## config.mk

```make
export PLATFORM = sky130hd
export DESIGN_NAME = twisted_ring_counter
export DESIGN_NICKNAME = d
export VERILOG_FILES = /design/src/rtl/twisted_ring_counter.sv
export SDC_FILE = /design/constraint.sdc
export NUM_CORES = 1
export LEC_CHECK = 0
export CAP_MARGIN = 20
export CORE_MARGIN = 3
export CORE_UTILIZATION = 45
export CTS_BUF_LIST = sky130_fd_sc_hd__clkbuf_8 sky130_fd_sc_hd__clkbuf_16
export DETAILED_ROUTE_END_ITERATION = 8
export MAX_ROUTING_LAYER = met4
export PLACE_DENSITY = 0.8
export SYNTH_ARGS = -nofsm -noshare
export SYNTH_HDL_FRONTEND = slang
export SYNTH_SLANG_ARGS = --single-unit
```

## constraint.sdc

```tcl
create_clock -name clk -period 6.4 [get_ports clk]
set_input_delay 1.6 -clock clk [delete_from_list [all_inputs] [get_ports clk]]
set_output_delay 1.6 -clock clk [all_outputs]
set_load 0.02 [all_outputs]
```

## src/rtl/twisted_ring_counter.sv

```systemverilog
// ---------------------------------------------------------------------------
// TwistedRingCounter
//
// Purpose:
//   WIDTH-stage shift counter that runs either as a Johnson (twisted ring)
//   counter with 2*WIDTH states or as a one-hot ring counter with WIDTH
//   states. It counts up or down and can be loaded synchronously. It also
//   decodes the current pattern into a count index, detects illegal patterns
//   and flags the terminal count.
//
// Ports:
//   clk     in   clock, all state changes on the rising edge
//   r       in   synchronous active-high reset (loads the seed of mode)
//   en      in   count enable
//   up      in   direction, 1 = up, 0 = down
//   mode    in   0 = Johnson, 1 = ring (one-hot)
//   ld      in   synchronous load strobe
//   ld_val  in   value written on load (WIDTH bits)
//   out     out  counter register, bit 0 is the input stage
//   idx     out  decoded count index (0 when the pattern is illegal)
//   tc      out  terminal count, combinational
//   err     out  illegal-pattern flag, combinational from out
// ---------------------------------------------------------------------------
module twisted_ring_counter #(
    parameter int WIDTH = 8
) (
    input  logic                               clk,
    input  logic                               r,
    input  logic                               en,
    input  logic                               up,
    input  logic                               mode,
    input  logic                               ld,
    input  logic [WIDTH-1:0]                   ld_val,
    output logic [WIDTH-1:0]                   out,
    output logic [$clog2(2*WIDTH)-1:0]         idx,
    output logic                               tc,
    output logic                               err
);

    localparam int IW = $clog2(2*WIDTH);

    // Highest index in each mode; the terminal count compares against these.
    localparam logic [IW-1:0] JOHNSON_MAX = IW'(2*WIDTH - 1);
    localparam logic [IW-1:0] RING_MAX    = IW'(WIDTH - 1);

    logic [WIDTH-1:0] out_q;
    logic [WIDTH-1:0] out_d;
    logic             mode_q;

    logic [IW-1:0]    onesCnt;
    logic [IW-1:0]    edgeCnt;
    logic [IW-1:0]    setPos;
    logic             legal;
    logic [IW-1:0]    rawIdx;
    logic [WIDTH-1:0] shifted;

    // Seed pattern: all zeros for Johnson, a single one in bit 0 for ring.
    function automatic logic [WIDTH-1:0] seedOf(input logic m);
        return m ? WIDTH'(1) : '0;
    endfunction

    // Pattern statistics used by both decoders: number of ones, number of
    // adjacent-bit transitions, and the position of the (highest) set bit.
    always_comb begin
        onesCnt = '0;
        edgeCnt = '0;
        setPos  = '0;
        for (int i = 0; i < WIDTH; i++) begin
            if (out_q[i]) begin
                onesCnt = onesCnt + IW'(1);
                setPos  = IW'(i);
            end
        end
        for (int i = 0; i < WIDTH - 1; i++) begin
            if (out_q[i] != out_q[i+1]) begin
                edgeCnt = edgeCnt + IW'(1);
            end
        end
    end

    // Decode legality and index for the mode the register currently holds.
    // A Johnson pattern is legal exactly when it has at most one transition
    // between neighbouring bits. With bit 0 set (or all zeros) it is the
    // "k ones from bit 0" form and the index is the popcount; otherwise it is
    // the "j zeros from bit 0" form and the index is WIDTH + j, which equals
    // 2*WIDTH - popcount (modulo arithmetic in IW bits gives the right value).
    always_comb begin
        legal  = 1'b0;
        rawIdx = '0;
        if (mode_q) begin
            legal  = (onesCnt == IW'(1));
            rawIdx = setPos;
        end else begin
            legal = (edgeCnt <= IW'(1));
            if (out_q[0] || (onesCnt == '0)) begin
                rawIdx = onesCnt;
            end else begin
                rawIdx = IW'(2*WIDTH) - onesCnt;
            end
        end
    end

    assign err = ~legal;
    assign idx = err ? '0 : rawIdx;

    // Terminal count is only meaningful when a real shift is about to happen
    // in the current mode, so a load or a pending mode change suppresses it.
    assign tc = en & ~err & ~ld & (mode == mode_q) &
                ((up & (idx == (mode_q ? RING_MAX : JOHNSON_MAX))) |
                 (~up & (idx == '0)));

    // One step in the current direction. The Johnson feedback inverts the
    // bit that wraps around; the ring rotates it unchanged.
    always_comb begin
        shifted = out_q;
        if (up) begin
            shifted = {out_q[WIDTH-2:0], (mode_q ? out_q[WIDTH-1] : ~out_q[WIDTH-1])};
        end else begin
            shifted = {(mode_q ? out_q[0] : ~out_q[0]), out_q[WIDTH-1:1]};
        end
    end

    // Next-state selection below reset: a mode change reseeds immediately,
    // then load, then a count that recovers from an illegal pattern by
    // reseeding, then a normal shift, otherwise hold.
    always_comb begin
        out_d = out_q;
        if (mode != mode_q) begin
            out_d = seedOf(mode);
        end else if (ld) begin
            out_d = ld_val;
        end else if (en && err) begin
            out_d = seedOf(mode);
        end else if (en) begin
            out_d = shifted;
        end
    end

    // State registers. Reset overrides everything and reseeds for the
    // requested mode; mode_q simply tracks mode every cycle.
    always_ff @(posedge clk) begin
        if (r) begin
            out_q <= seedOf(mode);
        end else begin
            out_q <= out_d;
        end
        mode_q <= mode;
    end

    assign out = out_q;

endmodule

```

==> results_tabular.tex, run 1 <==
\begin{tabular}{lr}
\hline
Metric & Value \\
\hline
\multicolumn{2}{l}{\textbf{Clock tree}} \\
Hold bufs inserted after CTS & 0 \\
Clock Tree Root & clkbuf\_8 \\
Latest clock arrival within the worst-skew pair & around 0.24 ns \\
Clk sinks & 9 \\
TritonCTS clock tree & yes \\
H-tree depth & 1 \\
Clock input transition at the sequential cells of the worst setup and hold paths & roughly 0.04 ns \\
Buffer levels on the longest clock path & 2 \\
Number of CTS-inserted buffers & 3 \\
\multicolumn{2}{l}{\textbf{Synthesis}} \\
Portion of the post-synthesis area used by sequential elements & between 10\% and 20\% \\
Fraction of post-synthesis cell area in the top cell type by area & $\sim$11\% \\
Register bit total from synthesis & 9 \\
Summed instance area of the synthesized netlist & roughly 0.0022 mm2 \\
Mean area per synthesized cell & between 8 and 9 um2 \\
Most instantiated flip-flop cell in the synthesis netlist & edfxtp\_1 \\
Top cells by area, synth & edfxtp\_1, ha\_1, nor2\_1 \\
Synth async-reset ratio & 0\% \\
EDFF count, synth & 8 \\
Post-synth top area cell & edfxtp\_1 \\
Mapped Cells & 262 \\
Unique cell type count in the Yosys netlist & 72 \\
Synthesized Nets & just under 300 \\
Count of synthesis-stage warnings from yosys & 0 \\
\multicolumn{2}{l}{\textbf{Global route}} \\
GR Util met1 & around a quarter \\
Overall fraction of global-route tracks in use & 23.0\% \\
Global routing met2 resource utilization & a little over two fifths \\
Initial antenna violation count & 0 \\
Vias in the first global route & $\sim$2400 \\
Most used routing layer in global routing & met2 \\
Global-route wire length before repair & 10.9 mm \\
Grt ovf & 0 \\
Global-route track usage on met3 & 0.948\% \\
Pin count of the biggest net entering global routing & 21 \\
\multicolumn{2}{l}{\textbf{STA}} \\
Final hold violations & 0 \\
Final worst hold slack & between 0.9 and 1 ns \\
Final period demand of the worst path & 6.83 ns \\
Final-report setup violation count & 6 \\
RSZ-0062 raised after global routing & yes \\
Final-report max-slew violation count & 0 \\
Final worst setup slack & -0.432 ns \\
Worst max-slew margin expressed relative to the limit & a little under three fifths \\
Worst Tran Pin Value & between 0.6 and 0.7 ns \\
Max frequency & $\sim$0.15 GHz \\
Clock Skew & 0.00300 ns \\
Final worst-path cycle share & 107\% \\
\multicolumn{2}{l}{\textbf{Route}} \\
Vias & $\sim$2300 \\
Detailed-route wire length & 6.57 mm \\
Average wire length per cell after detail routing & 15.8 um \\
Number of nets still failing antenna checks after routing & 0 \\
Detailed router's first-iteration violation count & approximately 140 \\
Total DRC errors in the routed layout & 0 \\
Number of vias per cell after detailed routing & $\sim$5.6 \\
DRT Pass-1 Iters & 4 \\
\multicolumn{2}{l}{\textbf{Worst setup path}} \\
Slowest stage cell, crit path & edfxtp\_1 \\
Type of the setup path with the least slack & reg2out \\
Critical path data required time & roughly 4.8 ns \\
Delay of the slowest cell on the worst path & approximately 0.43 ns \\
Maximum fanout count along the critical path & 4 \\
Crit path buffers/inverters & 4 \\
Most used cell, CP & ha\_4 \\
Capturing element type of the critical path & output pin \\
Worst reg-to-reg setup slack & $\sim$1.4 ns \\
Worst Path Arrival & between 5 and 6 ns \\
Cell family with most CP delay & adder cells \\
Category of the worst setup path launch point & register \\
\multicolumn{2}{l}{\textbf{Layout}} \\
Sequential cell area & roughly 260 um2 \\
Multi-input combinational cell area & roughly 0.002 mm2 \\
Share of layout cells above drive strength 1 & roughly 42\% \\
Antenna cells & 0 \\
P\&R area growth vs syn & 50.5\% \\
Final nets & around 380 \\
Final Core Density & 73.0\% \\
Fillers & around 320 \\
\multicolumn{2}{l}{\textbf{Power and ir drop}} \\
Peak supply drop & around 0.27 mV \\
Static Leak & approximately 1.5 nW \\
Power per cell area & about 300 mW/mm2 \\
Overall power & approximately 0.0010 W \\
\multicolumn{2}{l}{\textbf{Floorplan}} \\
Overall die width & between 70 and 80 um \\
Die outline area & 0.00576 mm2 \\
Starting Density & between 40\% and 50\% \\
\# IOs & 28 \\
Die extent in y & 75.9 um \\
Floorplan core area & 0.00453 mm2 \\
Std cell rows & 24 \\
\multicolumn{2}{l}{\textbf{Flow run}} \\
Max cap viols & 0 \\
\multicolumn{2}{l}{\textbf{Place}} \\
Final GP Congestion & roughly 0.86 \\
Count of buffers from port buffering & 27 \\
DPL Wire Length & 4.89 mm \\
\multicolumn{2}{l}{\textbf{Hold path}} \\
Type of the most critical hold path & reg2reg \\
\multicolumn{2}{l}{\textbf{Outcome}} \\
Violations in the final reports & setup timing \\
Status & finished, violations left \\
\hline
\end{tabular}
==> layout by cell type, fill, tap and decap left out, types with 3 or more instances in the layout <==
master,instances
buf_4,72
nor2_1,24
clkdlybuf4s50_1,21
nand2_1,20
inv_1,16
nand3_1,16
ha_1,10
a21oi_1,8
edfxtp_1,8
xnor2_1,7
mux2i_1,7
a22oi_1,7
ha_4,7
inv_2,6
xnor2_2,6
xor2_1,5
nand2_2,4
o21ai_0,4
buf_6,4
xnor3_2,3
a21o_1,3
a31oi_1,3
and2_4,3
clkbuf_8,3
==> cells in the mapped netlist (3+ instances only) <==
library cell and instances:
a21o_1 3, ha_1 18, mux2i_1 8, clkbuf_1 5
a21oi_1 10, a22oi_1 8, xnor2_2 5, inv_1 20
xnor2_1 9, nand3_1 16, nor3_1 3, and2_1 5
a31oi_1 4, o31ai_1 3, buf_2 6, edfxtp_1 8
xor2_1 5, and3_1 3, nor2_1 26, xnor3_1 3
o21ai_0 6, nand2_1 24
==> area by class of cell <==
class | count | share of cell area (%)
inverter | 21 | 2.38
tap | 65 | 2.46
clock buffer | 3 | 1.25
clock inverter | 1 | 0.113
timing repair buffer | 98 | 24.2
multi-input combinational | 219 | 61.8
sequential | 9 | 7.86
==> path summary, 6_finish.rpt <==
check | start | endpoint | cells after the start
min reg2reg | mode_q | out[0] | 2
max reg2reg | out[0] | out[0] | 26
min | mode_q | out[0] | 2
max | out[0] | tc | 27
==> where the power goes <==
group | switching, W | internal [W]
clock network | 0.0000231 | 0.0000418
logic | 0.000394 | 0.000468
registers | 0.00000955 | 0.0000695
==> metal layers <==
| metal | share of wire [%] | wire (um) |
|---|---|---|
| met5 | 0 | 0 |
| met4 | 3.1 | 206 |
| met3 | 3.5 | 227 |
| met2 | 52 | 3430 |
| met1 | 41 | 2710 |
==> kinds of logic (layout without fill, tap and decap cells) <==
group | count (synthesis) | count (layout) | share of synthesized area [%]
buffers and inverters | 34 | 123 | 6.66
XOR/XNOR | 29 | 29 | 19.4
adder cells (fa/ha/maj) | 18 | 18 | 10.2
flip-flops | 9 | 9 | 11.8
multiplexers | 10 | 10 | 4.66
AO/OA/AOI/OAI | 68 | 68 | 25.2
AND/OR/NAND/NOR | 94 | 94 | 22.0
==> repair_timing <==
action | in CTS | in global routing
hold endpoints to repair | 0 | 0
buffers inserted | 12 | 6
endpoints found under the setup margin | 6 | 6
pin swaps | 21 | 9
cloned | 0 | 0
gates resized for setup | 36 | 20
==> per-stage QoR <==
step	setup TNS (ns)	setup WS, ns	cells	cell area, um2
3_3_place_gp	-1.32	-0.518	394	3010
3_5_place_dp	-2.26	-0.717	394	3010
6_report	-1.13	-0.432	416	3310
5_1_grt	-2.31	-0.637	416	3310
2_1_floorplan	-0.493	-0.359	262	2340
4_1_cts	-0.638	-0.369	410	3190
==> flip-flops by register name (all words and copies together) (netlist names) <==
register  cells
mode_q        1
out           8
==> worst min-delay path: cells and delay by family, from the launching register on <==
kind | cells | cell delay [ns]
compound gates | 1 | 0.14
flops | 1 | 0.51
simple gates | 1 | 0.21
Power figures use the tool's default switching activity.
==> run 2: changes to the inputs <==
- CORE_MARGIN: 3 -> not set
==> run 2 against run 1 <==
- the run still ends with setup timing left
- setup slack worse by 0.026 ns
- via count is 4.1% lower
- routed wire length is 7.2% lower
- core utilization is 5.6 points lower
- global-route usage is 0.93 points higher
- largest power group unchanged
- highest routed layer unchanged
==> results_tabular.tex, run 2 (synthesis gave the netlist of run 1 again) <==
\begin{tabular}{lr}
\hline
Metric & Value \\
\hline
\multicolumn{2}{l}{\textbf{Layout}} \\
Antenna cells & 0 \\
Final nets & about 380 \\
Fillers & about 350 \\
Max reg flops & 8 \\
P\&R area growth vs syn & 44.8\% \\
Post-route cell area & $\sim$0.0032 mm2 \\
Share of layout cells above drive strength 1 & 37.3\% \\
Leading cell type in the layout, fill and taps excluded & buf\_4 \\
Commonest cells after routing, fill and taps aside & buf\_4, nor2\_1, nand2\_1, clkdlybuf4s50\_1, inv\_1 \\
\multicolumn{2}{l}{\textbf{Route}} \\
DRT Pass-1 Iters & 4 \\
Number of vias per cell after detailed routing & about 5.5 \\
Detailed-route wire length & 6.10 mm \\
Detailed router's first-iteration violation count & about 130 \\
Total DRC errors in the routed layout & 0 \\
Vias & around 2200 \\
Metal2 WL & around 3.3 mm \\
Met1 routed wirelength after detailed routing & 2.67 mm \\
Number of nets still failing antenna checks after routing & 0 \\
Met3 WL post-DR & around 150 um \\
Highest metal layer with signal wires & met4 \\
Average wire length per cell after detail routing & roughly 15 um \\
\multicolumn{2}{l}{\textbf{Worst setup path}} \\
Worst Path Arrival & roughly 5.3 ns \\
Category of the worst setup path launch point & register \\
Critical path data required time & approximately 4.8 ns \\
Maximum fanout count along the critical path & 4 \\
Worst reg-to-reg setup slack & between 1 and 1.5 ns \\
Type of the setup path with the least slack & reg2out \\
Worst R2R Path Depth & 27 \\
Start of the worst register-to-register path & out[1] \\
Capturing element type of the critical path & output pin \\
Endpoint of the worst-slack reg-to-reg timing path & out[0] \\
\multicolumn{2}{l}{\textbf{Power and ir drop}} \\
Static Leak & around 1.4 nW \\
Overall power & 0.000913 W \\
Peak supply drop & about 0.19 mV \\
Power per cell area & 286 mW/mm2 \\
\multicolumn{2}{l}{\textbf{Floorplan}} \\
Starting Density & between 40\% and 50\% \\
\# IOs & 28 \\
Std cell rows & 25 \\
Overall die width & about 72 um \\
Floorplan core area & approximately 0.0047 mm2 \\
Die extent in y & $\sim$70 um \\
Die outline area & about 0.0052 mm2 \\
\multicolumn{2}{l}{\textbf{Clock tree}} \\
Clk sinks & 9 \\
Clock input transition at the sequential cells of the worst setup and hold paths & roughly 0.040 ns \\
TritonCTS clock tree & yes \\
Number of CTS-inserted buffers & 3 \\
H-tree depth & 1 \\
Clock Tree Root & clkbuf\_8 \\
Latest clock arrival within the worst-skew pair & 0.23 ns \\
Buffer levels on the longest clock path & 2 \\
\multicolumn{2}{l}{\textbf{STA}} \\
Final period demand of the worst path & around 7 ns \\
Final worst-path cycle share & 107\% \\
Clock Skew & 0.00238 ns \\
Final-report setup violation count & 6 \\
RSZ-0062 raised after global routing & yes \\
Fin Setup TNS & -1.28 ns \\
Final worst setup slack & -0.458 ns \\
Worst max-slew margin expressed relative to the limit & 58.2\% \\
Final-report max-slew violation count & 0 \\
Max frequency & roughly 0.15 GHz \\
Final worst hold slack & 0.902 ns \\
Worst Tran Pin Value & between 0.6 and 0.7 ns \\
Final hold violations & 0 \\
\multicolumn{2}{l}{\textbf{Global route}} \\
Vias in the first global route & around 2100 \\
Pin count of the biggest net entering global routing & 21 \\
Initial antenna violation count & 0 \\
Grt ovf & 0 \\
Global-route wire length before repair & between 9 and 10 mm \\
Overall fraction of global-route tracks in use & around a quarter \\
\multicolumn{2}{l}{\textbf{Place}} \\
Placed standard-cell area & $\sim$0.003 mm2 \\
Final GP Congestion & 0.854 \\
Count of buffers from port buffering & 27 \\
Worst setup slack before clock tree synthesis & -0.674 ns \\
DPL Wire Length & 4.62 mm \\
\multicolumn{2}{l}{\textbf{Hold path}} \\
Type of the most critical hold path & reg2reg \\
Worst hold path depth & 2 \\
Worst hold endpoint & out[0] \\
Launch instance of the worst min-delay path & mode\_q \\
\multicolumn{2}{l}{\textbf{Outcome}} \\
Violations in the final reports & setup timing \\
Status & finished, violations left \\
\multicolumn{2}{l}{\textbf{Flow run}} \\
Max cap viols & 0 \\
\hline
\end{tabular}
[run 2: changes by cell type in the layout (fill, tap and decap cells not counted), moves of 2 or more]
cell     delta
buf_2       +2
ha_1        +2
ha_4        -2
nand2_2     -2
buf_4       -8
o21ai_0     +2
buf_6       -2
o21ai_1     -2
[run 2: final cells by class]
class / instances / area, um2 / share of cell area (%)
flip-flops and latches: 9 / 260 / 8.17
well taps: 67 / 83.8 / 2.63
inverters: 21 / 78.8 / 2.47
clock inverters: 1 / 3.75 / 0.118
repair buffers: 90 / 728 / 22.9
clock buffers: 3 / 41.3 / 1.30
multi-input cells: 219 / 1990 / 62.5
[run 2: timing repair]
| action | 4_1_cts | 5_1_grt |
|---|---|---|
| pin swaps | 18 | 5 |
| setup buffers | 7 | 5 |
| endpoints found under the setup margin | 6 | 6 |
| gates resized for setup | 32 | 8 |
| endpoints found under the hold margin | 0 | 0 |
| hold buffers | 0 | 0 |
| gates cloned | 0 | 0 |
[run 2: worst max path at each step]
stage	slack, ns	end	start	cells after the start
6_report	-0.46	tc	out[1]	27
5_1_grt	-0.68	tc	out[1]	27
4_1_cts	-0.32	tc	out[0]	28
3_5_place_dp	-0.67	tc	out[1]	27
3_3_place_gp	-0.54	tc	out[1]	27
2_1_floorplan	-0.36	tc	out[0]	27
[run 2: routing by layer]
layer | global-route usage (%) | vias to the layer above
met1 | 28.9 | 1061
met5 | - | -
met2 | 44.2 | 47
met3 | 1.39 | 5
li1 | - | 1131
met4 | 4.79 | 0
[run 2: report_power, final]
group / switching (W) / internal (W) / total [W]
Sequential: 0.00000921 / 0.0000695 / 0.0000787
Clock: 0.0000211 / 0.0000416 / 0.0000627
Combinational: 0.000360 / 0.000411 / 0.000771
Total: 0.000390 / 0.000522 / 0.000913
[run 2: stage by stage]
step	cells	util (%)
finish	410	67.4
global route	410	67.4
CTS	405	66.1
detailed placement	394	63.5
floorplan	262	-
global placement	394	63.5
[run 2: worst max-delay path, cell delays in order, from the launching register on]
cell	delay, ns
edfxtp_1	0.43
ha_1	0.23
nor2_1	0.20
nor2_2	0.09
ha_4	0.26
nand2_4	0.07
o31ai_4	0.07
ha_1	0.32
mux2_4	0.29
ha_4	0.22
nand2_4	0.07
o31ai_4	0.07
or2_4	0.25
ha_4	0.27
inv_2	0.04
a21oi_2	0.11
ha_2	0.18
nand2_2	0.06
xnor2_2	0.16
xnor3_2	0.31
and2_4	0.17
o211a_1	0.13
o311ai_1	0.29
nor3b_2	0.26
buf_4	0.14
and2_4	0.15
a211oi_4	0.06
buf_6	0.14
==> run 3: changes to the inputs <==
- SLEW_MARGIN: not set -> 25
==> results of run 3 <==
No change in the layout: final DEF, timing and power equal those of run 2.
